File: src/rtl/alu_issue_pkg.sv
// Shared definitions for the ALU issue stage.
//   XLEN      : operand/data width
//   NREG      : architectural register count
//   REG_IDX_W : register index width
//   alu_op_e  : shared ALU opcode encoding
package alu_issue_pkg;

    localparam int XLEN      = 32;
    localparam int NREG      = 32;
    localparam int REG_IDX_W = $clog2(NREG);

    typedef enum logic [3:0] {
        ALU_ADD  = 4'd0,
        ALU_SUB  = 4'd1,
        ALU_AND  = 4'd2,
        ALU_OR   = 4'd3,
        ALU_XOR  = 4'd4,
        ALU_SLL  = 4'd5,
        ALU_SRL  = 4'd6,
        ALU_SRA  = 4'd7,
        ALU_SLT  = 4'd8,
        ALU_SLTU = 4'd9
    } alu_op_e;

endpackage

File: src/rtl/alu_issue_if.sv
// Bus bundle for the issue stage: decode handshake, issue bundle, writeback.
//   slave  : view of the issue stage itself
//   master : view of the surrounding pipeline (decode, ALU, writeback)
interface alu_issue_if;
    import alu_issue_pkg::*;

    logic                 dec_valid;
    logic                 dec_ready;
    logic [REG_IDX_W-1:0] dec_rs1;
    logic [REG_IDX_W-1:0] dec_rs2;
    logic [REG_IDX_W-1:0] dec_rd;
    alu_op_e              dec_op;
    logic                 dec_use_imm;
    logic [XLEN-1:0]      dec_imm;
    logic                 dec_rd_we;

    logic                 iss_valid;
    logic                 iss_ready;
    logic [XLEN-1:0]      iss_a;
    logic [XLEN-1:0]      iss_b;
    alu_op_e              iss_op;
    logic [REG_IDX_W-1:0] iss_rd;
    logic                 iss_rd_we;

    logic                 wb_valid;
    logic [REG_IDX_W-1:0] wb_rd;
    logic [XLEN-1:0]      wb_data;

    modport slave (
        input  dec_valid, dec_rs1, dec_rs2, dec_rd, dec_op, dec_use_imm, dec_imm, dec_rd_we,
        output dec_ready,
        output iss_valid, iss_a, iss_b, iss_op, iss_rd, iss_rd_we,
        input  iss_ready,
        input  wb_valid, wb_rd, wb_data
    );

    modport master (
        output dec_valid, dec_rs1, dec_rs2, dec_rd, dec_op, dec_use_imm, dec_imm, dec_rd_we,
        input  dec_ready,
        input  iss_valid, iss_a, iss_b, iss_op, iss_rd, iss_rd_we,
        output iss_ready,
        output wb_valid, wb_rd, wb_data
    );

endinterface

File: src/rtl/alu_regfile.sv
// Integer register file: two combinational read ports, one write port.
// Reads of index 0 return 0; a same-cycle writeback to the read index is
// forwarded so the reader sees the value being written this cycle.
//   clk, rst_n         : clock, asynchronous active-low reset
//   rs1_idx / rs1_data : read port A
//   rs2_idx / rs2_data : read port B
//   wb_valid/rd/data   : write port (writes to index 0 are dropped)
module alu_regfile
    import alu_issue_pkg::*;
(
    input  logic                 clk,
    input  logic                 rst_n,
    input  logic [REG_IDX_W-1:0] rs1_idx,
    input  logic [REG_IDX_W-1:0] rs2_idx,
    output logic [XLEN-1:0]      rs1_data,
    output logic [XLEN-1:0]      rs2_data,
    input  logic                 wb_valid,
    input  logic [REG_IDX_W-1:0] wb_rd,
    input  logic [XLEN-1:0]      wb_data
);

    logic [XLEN-1:0] regs [NREG];

    always_ff @(posedge clk or negedge rst_n) begin
        if (!rst_n) begin
            for (int i = 0; i < NREG; i++) begin
                regs[i] <= '0;
            end
        end else if (wb_valid && (wb_rd != '0)) begin
            regs[wb_rd] <= wb_data;
        end
    end

    always_comb begin
        rs1_data = regs[rs1_idx];
        if (rs1_idx == '0) begin
            rs1_data = '0;
        end else if (wb_valid && (wb_rd == rs1_idx)) begin
            rs1_data = wb_data;
        end
    end

    always_comb begin
        rs2_data = regs[rs2_idx];
        if (rs2_idx == '0) begin
            rs2_data = '0;
        end else if (wb_valid && (wb_rd == rs2_idx)) begin
            rs2_data = wb_data;
        end
    end

endmodule

File: src/rtl/alu_issue.sv
// Operand-fetch / issue stage in front of the integer ALU.
// Reads operands from alu_regfile, stalls on pending writes tracked by a
// scoreboard, and holds a registered bundle for the ALU.
//   i_clk, i_rst_n : clock, asynchronous active-low reset
//   bus (slave)    : decode handshake in, issue bundle out, writeback in
//
// state    | meaning
// ---------+-----------------------------------------------
// ST_EMPTY | no bundle held, iss_valid = 0
// ST_FULL  | bundle held on iss_*, waits for iss_ready
module alu_issue
    import alu_issue_pkg::*;
(
    input  logic  i_clk,
    input  logic  i_rst_n,
    alu_issue_if.slave bus
);

    localparam logic [0:0] ST_EMPTY = 1'b0;
    localparam logic [0:0] ST_FULL  = 1'b1;

    logic [0:0]      state;
    logic [NREG-1:0] pending;
    logic [NREG-1:0] wb_clr;
    logic [NREG-1:0] rd_set;
    logic [NREG-1:0] eff_pend;
    logic [NREG-1:0] pending_nxt;
    logic            hazard;
    logic            accept;
    logic [XLEN-1:0] rs1_data;
    logic [XLEN-1:0] rs2_data;

    alu_regfile u_regfile (
        .clk      (i_clk),
        .rst_n    (i_rst_n),
        .rs1_idx  (bus.dec_rs1),
        .rs2_idx  (bus.dec_rs2),
        .rs1_data (rs1_data),
        .rs2_data (rs2_data),
        .wb_valid (bus.wb_valid),
        .wb_rd    (bus.wb_rd),
        .wb_data  (bus.wb_data)
    );

    // A writeback landing this cycle already resolves its register's hazard,
    // since the operand is forwarded from the write port.
    always_comb begin
        wb_clr = '0;
        if (bus.wb_valid) begin
            wb_clr[bus.wb_rd] = 1'b1;
        end
    end

    assign eff_pend = pending & ~wb_clr;

    // pending[0] is held at 0, so index-0 terms never raise a hazard.
    assign hazard = eff_pend[bus.dec_rs1]
                  | (!bus.dec_use_imm & eff_pend[bus.dec_rs2])
                  | (bus.dec_rd_we & eff_pend[bus.dec_rd]);

    assign bus.iss_valid = (state == ST_FULL);
    assign bus.dec_ready = !hazard && (!bus.iss_valid || bus.iss_ready);
    assign accept        = bus.dec_valid && bus.dec_ready;

    always_comb begin
        rd_set = '0;
        if (accept && bus.dec_rd_we && (bus.dec_rd != '0)) begin
            rd_set[bus.dec_rd] = 1'b1;
        end
    end

    // Clear first, then OR in the new writer: a same-cycle set beats the clear.
    always_comb begin
        pending_nxt    = eff_pend | rd_set;
        pending_nxt[0] = 1'b0;
    end

    always_ff @(posedge i_clk or negedge i_rst_n) begin
        if (!i_rst_n) begin
            pending <= '0;
        end else begin
            pending <= pending_nxt;
        end
    end

    always_ff @(posedge i_clk or negedge i_rst_n) begin
        if (!i_rst_n) begin
            state <= ST_EMPTY;
        end else begin
            case (state)
                ST_EMPTY: if (accept) state <= ST_FULL;
                ST_FULL:  if (bus.iss_ready && !accept) state <= ST_EMPTY;
                default:  state <= ST_EMPTY;
            endcase
        end
    end

    always_ff @(posedge i_clk or negedge i_rst_n) begin
        if (!i_rst_n) begin
            bus.iss_a     <= '0;
            bus.iss_b     <= '0;
            bus.iss_op    <= ALU_ADD;
            bus.iss_rd    <= '0;
            bus.iss_rd_we <= 1'b0;
        end else if (accept) begin
            bus.iss_a     <= rs1_data;
            bus.iss_b     <= bus.dec_use_imm ? bus.dec_imm : rs2_data;
            bus.iss_op    <= bus.dec_op;
            bus.iss_rd    <= bus.dec_rd;
            bus.iss_rd_we <= bus.dec_rd_we;
        end
    end

endmodule

File: src/flat_wrapper.sv
// flat-port wrapper written by rule: the top's interface ports become plain ports
module alu_issue_flat import alu_issue_pkg::*;
  (i_clk, i_rst_n, bus_dec_valid, bus_dec_rs1, bus_dec_rs2, bus_dec_rd, bus_dec_op, bus_dec_use_imm, bus_dec_imm, bus_dec_rd_we, bus_dec_ready, bus_iss_valid, bus_iss_a, bus_iss_b, bus_iss_op, bus_iss_rd, bus_iss_rd_we, bus_iss_ready, bus_wb_valid, bus_wb_rd, bus_wb_data);
  alu_issue_if bus_i ();
  input  logic i_clk;
  input  logic i_rst_n;
  input wire logic [$bits(bus_i.dec_valid)-1:0] bus_dec_valid;
  input wire logic [$bits(bus_i.dec_rs1)-1:0] bus_dec_rs1;
  input wire logic [$bits(bus_i.dec_rs2)-1:0] bus_dec_rs2;
  input wire logic [$bits(bus_i.dec_rd)-1:0] bus_dec_rd;
  input wire logic [$bits(bus_i.dec_op)-1:0] bus_dec_op;
  input wire logic [$bits(bus_i.dec_use_imm)-1:0] bus_dec_use_imm;
  input wire logic [$bits(bus_i.dec_imm)-1:0] bus_dec_imm;
  input wire logic [$bits(bus_i.dec_rd_we)-1:0] bus_dec_rd_we;
  output wire logic [$bits(bus_i.dec_ready)-1:0] bus_dec_ready;
  output wire logic [$bits(bus_i.iss_valid)-1:0] bus_iss_valid;
  output wire logic [$bits(bus_i.iss_a)-1:0] bus_iss_a;
  output wire logic [$bits(bus_i.iss_b)-1:0] bus_iss_b;
  output wire logic [$bits(bus_i.iss_op)-1:0] bus_iss_op;
  output wire logic [$bits(bus_i.iss_rd)-1:0] bus_iss_rd;
  output wire logic [$bits(bus_i.iss_rd_we)-1:0] bus_iss_rd_we;
  input wire logic [$bits(bus_i.iss_ready)-1:0] bus_iss_ready;
  input wire logic [$bits(bus_i.wb_valid)-1:0] bus_wb_valid;
  input wire logic [$bits(bus_i.wb_rd)-1:0] bus_wb_rd;
  input wire logic [$bits(bus_i.wb_data)-1:0] bus_wb_data;
  assign bus_i.dec_valid = bus_dec_valid;
  assign bus_i.dec_rs1 = bus_dec_rs1;
  assign bus_i.dec_rs2 = bus_dec_rs2;
  assign bus_i.dec_rd = bus_dec_rd;
  assign bus_i.dec_op = bus_dec_op;
  assign bus_i.dec_use_imm = bus_dec_use_imm;
  assign bus_i.dec_imm = bus_dec_imm;
  assign bus_i.dec_rd_we = bus_dec_rd_we;
  assign bus_dec_ready = bus_i.dec_ready;
  assign bus_iss_valid = bus_i.iss_valid;
  assign bus_iss_a = bus_i.iss_a;
  assign bus_iss_b = bus_i.iss_b;
  assign bus_iss_op = bus_i.iss_op;
  assign bus_iss_rd = bus_i.iss_rd;
  assign bus_iss_rd_we = bus_i.iss_rd_we;
  assign bus_i.iss_ready = bus_iss_ready;
  assign bus_i.wb_valid = bus_wb_valid;
  assign bus_i.wb_rd = bus_wb_rd;
  assign bus_i.wb_data = bus_wb_data;
  alu_issue u_core (.i_clk(i_clk), .i_rst_n(i_rst_n), .bus(bus_i));
endmodule
File: config.mk
export PLATFORM = sky130hd
export DESIGN_NAME = alu_issue_flat
export DESIGN_NICKNAME = d
export VERILOG_FILES = /design/src/rtl/alu_issue_pkg.sv /design/src/rtl/alu_issue_if.sv /design/src/rtl/alu_regfile.sv /design/src/rtl/alu_issue.sv /design/src/flat_wrapper.sv
export SDC_FILE = /design/constraint.sdc
export NUM_CORES = 2
export LEC_CHECK = 0
export ABC_CLOCK_PERIOD_IN_PS = 4100
export BUFFER_PORTS_ARGS = -buffer_cell sky130_fd_sc_hd__buf_2
export CORE_MARGIN = 5
export CORE_UTILIZATION = 29
export DETAILED_ROUTE_END_ITERATION = 16
export PLACE_DENSITY = 0.55
export SLEW_MARGIN = 5
export SYNTH_ARGS = -nofsm -noshare
export SYNTH_HDL_FRONTEND = slang
export SYNTH_SLANG_ARGS = --single-unit
File: constraint.sdc
create_clock -name i_clk -period 4.1 [get_ports i_clk]
set_clock_uncertainty 0.15 [all_clocks]
set_input_delay 1.025 -clock i_clk [delete_from_list [all_inputs] [get_ports i_clk]]
set_output_delay 1.025 -clock i_clk [all_outputs]
set_load 0.03 [all_outputs]
==> results.sh <==
export IMPL_antenna_found_initial=9
export IMPL_root_buffer="clkbuf_16"
export IMPL_first_iter_violations=3794
export IMPL_finalCritPeriodShare_pct=104
export IMPL_worstPathRequired_ns=2.92
export IMPL_start_kind="input pin"
export IMPL_yosysSeqAreaShare_pct=46.3
export IMPL_r2r_end="u_core.bus.iss_rd[2]"
export IMPL_ys_warn_count=0
export IMPL_core_sq_mm=0.210
export IMPL_cts_hold_buffers=0
export IMPL_grt_ovfl_total=0
export IMPL_yosysMostFrequentCell="dfrtp_1"
export IMPL_synth_area_leaders="dfrtp_1 46%, mux2_2 20%, mux4_2 12%"
export IMPL_slowest_stage="nor4b_1"
export IMPL_dpl_hpwl_um=124000
export IMPL_dr_pass1_iters=7
export IMPL_synthArstFlopShare_pct=100
export IMPL_syn_nets=4887
export IMPL_port_buffers=170
export IMPL_worst_slew_pin_slew_ns=1.08
export IMPL_detail_route_wl_per_cell_um=27.5
export IMPL_max_freq_mhz=234
export IMPL_drv_cap=0
export IMPL_h_tree_depth=4
export IMPL_vias=43300
export IMPL_synth_top_area_cell="dfrtp_1"
export IMPL_cts_sinks=1130
export IMPL_netlist_top_cells_count="1130 x dfrtp_1, 1062 x mux2_2, 382 x nand2_1"
export IMPL_cts_tree="done"
export IMPL_clk_pin_slew_worst_paths_ns=0.05
export IMPL_io_pins=171
export IMPL_slew_viol_final=0
export IMPL_cp_cell_sequence="buf_6 > nand4b_1 > buf_4 > buf_4 > o21ai_0 > buf_4 > a32o_1 > nor4b_1 > o2111ai_1 > nor2_1 > nor4_4 > buf_6"
export IMPL_numCtsBuffers=132
export IMPL_grt_max_degree=133
export IMPL_cellLeakagePower_nw=31.3
export IMPL_dpl_cell_area_sq_mm=0.0671
export IMPL_setup_tns_ns=-0.168
export IMPL_clockBufferDepth=3
export IMPL_crit_top_cell="buf_4"
export IMPL_drc_errors=0
export IMPL_yosysTopAreaCellShare_pct=46.3
export IMPL_dp_slack_ns=-0.511
export IMPL_hold_viol_final=0
export IMPL_ys_seq_elements=1130
export IMPL_design_area_sq_mm=0.0717
export IMPL_post_route_min_period_ns=4.27
export IMPL_r2r_start="u_core.pending[23]"
export IMPL_syn_avg_cell_area_sq_um=12.7
export IMPL_grt_setup_unrepaired="true"
export IMPL_die_x_um=469
export IMPL_max_vdd_ir_drop_uv=412
export IMPL_grt_pass1_wl_um=317000
export IMPL_grt_pass1_vias=45400
export IMPL_synthDistinctLibCells=71
export IMPL_die_h_um=469
export IMPL_path_max_fanout=13
export IMPL_cp_top_family="simple AND/OR/NAND/NOR gates"
export IMPL_worst_endpoint_arrival_ns=3.09
export IMPL_outcome="complete, but fails checks"
export IMPL_hold_class="in2async"
export IMPL_viasPerCell=5.52
export IMPL_power_density_mw_per_mm2=482
export IMPL_synth_area_sq_mm=0.0611
export IMPL_dieArea_sq_mm=0.220
export IMPL_drtAntennaViolNets=0
export IMPL_end_kind="output port"
export IMPL_rrSetupSlack_ns=0.71
export IMPL_cp_slowest_stage_delay_ns=0.34
export IMPL_start_util_pct=29.1
export IMPL_critical_path_buf_inv_count=5
export IMPL_gp_congestion=0.880
export IMPL_post_route_util_pct=34.2
export IMPL_ff2ff_path_depth=11
export IMPL_grt_usage_pct=19.4
export IMPL_ys_flop_type="dfrtp_1"
export IMPL_syn_to_final_growth_pct=17.4
export IMPL_layout_setup_ws_ns=-0.168
export IMPL_layout_nets=5030
export IMPL_clock_latency_ns=0.78
export IMPL_netlist_instances=4792
export IMPL_maxSlewHeadroom_pct=28.3
export IMPL_worstSetupPathType="in2out"
export IMPL_rows=168
export IMPL_wl_um=215000
export IMPL_synth_edf_count=0
export IMPL_violations="negative setup slack"
export IMPL_setup_violations_final=1
export IMPL_drive_above_1_share_pct=43.3
-- final cells by class --
| type | instances | area [sq um] |
|---|---|---|
| Antenna cell | 3 | 7.51 |
| Clock buffer | 202 | 3970 |
| Clock inverter | 33 | 348 |
| Fill cell | 20600 | 138000 |
| Inverter | 9 | 33.8 |
| Multi-Input combinational cell | 3147 | 31200 |
| Sequential cell | 1130 | 28300 |
| Tap cell | 2805 | 3510 |
| Timing Repair Buffer | 515 | 4370 |
-- flip-flops by register name, indices dropped and copies added (netlist names) --
register and cells:
u_core.bus.iss_a 32, u_core.bus.iss_b 32, u_core.bus.iss_op 4, u_core.bus.iss_rd 5, u_core.bus.iss_rd_we 1, u_core.bus.iss_valid 1, u_core.pending 31, u_core.u_regfile.regs 1024
-- layout by cell type, fill, tap and decap left out, types with 38 or more instances in the layout --
| cell | count |
|---|---|
| dfrtp_1 | 1130 |
| a221oi_1 | 75 |
| a31oi_1 | 42 |
| nand4_1 | 38 |
| buf_4 | 281 |
| nor2_1 | 107 |
| o211ai_1 | 41 |
| nand2_1 | 363 |
| clkbuf_16 | 135 |
| mux2i_1 | 354 |
| a22oi_1 | 100 |
| mux4_2 | 326 |
| o2111ai_1 | 39 |
| mux2_2 | 1062 |
| buf_12 | 64 |
| buf_2 | 152 |
| a21oi_1 | 108 |
| o21ai_0 | 212 |
-- power by group --
part / internal (mW) / switching (mW) / total (mW) / leakage [nW]
Combinational: 4.07 / 3.69 / 7.76 / 14.7
Sequential: 13.4 / 1.56 / 14.9 / 14.5
Clock: 6.94 / 4.93 / 11.9 / 2.13
-- repair_timing --
item | 4_1_cts | 5_1_grt
gates resized for setup | 44 | 13
pin swaps | 11 | 6
endpoints found under the setup margin | 1 | 1
setup buffers | 9 | 3
gates cloned | 0 | 0
-- layer usage --
layer	global-route usage [%]	wire length, um	vias to the layer above	part of all wire (%)
met1	26.5	94600	23200	44
met2	31.2	101000	1418	47
met5	0	11	-	0.0051
met3	3.43	13100	338	6.1
met4	6.13	6820	2	3.2
li1	-	-	18400	-
-- worst register-to-register path: stages, from the launching register on --
cell       delay [ns]
dfrtp_1          0.43
o21ai_2          0.08
buf_4            0.13
buf_4            0.15
a32o_1           0.24
nor4b_1          0.34
o2111ai_1        0.22
buf_4            0.18
o21ai_0          0.33
or4_1            0.25
buf_4            0.38
mux2_2           0.39
-- cells by family (layout without fill, tap and decap cells) --
kind of cell / count (synthesis) / in the layout / synth area share [%]
mux: 1762 / 1762 / 37.8
flops: 1130 / 1130 / 46.3
compound gates: 710 / 710 / 7.59
simple gates: 665 / 665 / 4.86
buf+inv: 515 / 759 / 3.32
xor+xnor: 10 / 10 / 0.143
other cells: 0 / 3 / 0
-- through the flow --
stage | hold slack, ns | cells | power (mW)
floorplan | 0.299 | 4792 | 20.1
global placement | 0.235 | 7594 | 22.6
detailed placement | 0.238 | 7594 | 22.9
CTS | 0.0144 | 7838 | 34.8
global route | 0.0515 | 7843 | 36.2
finish | 0.0539 | 7844 | 34.6
-- how the worst max path moves through the flow --
stage	slack, ns	from	endpoint	cells after the start
2_1_floorplan	0.02	bus_wb_rd[4]	bus_dec_ready	9
3_3_place_gp	-0.44	bus_wb_rd[1]	u_core.bus.iss_rd[2]	13
3_5_place_dp	-0.51	bus_wb_rd[1]	u_core.pending[26]	13
4_1_cts	-0.13	bus_wb_rd[0]	bus_dec_ready	11
5_1_grt	-0.23	bus_wb_valid	bus_dec_ready	12
6_report	-0.17	bus_wb_rd[1]	bus_dec_ready	12
(Power assumes the default switching activity.)
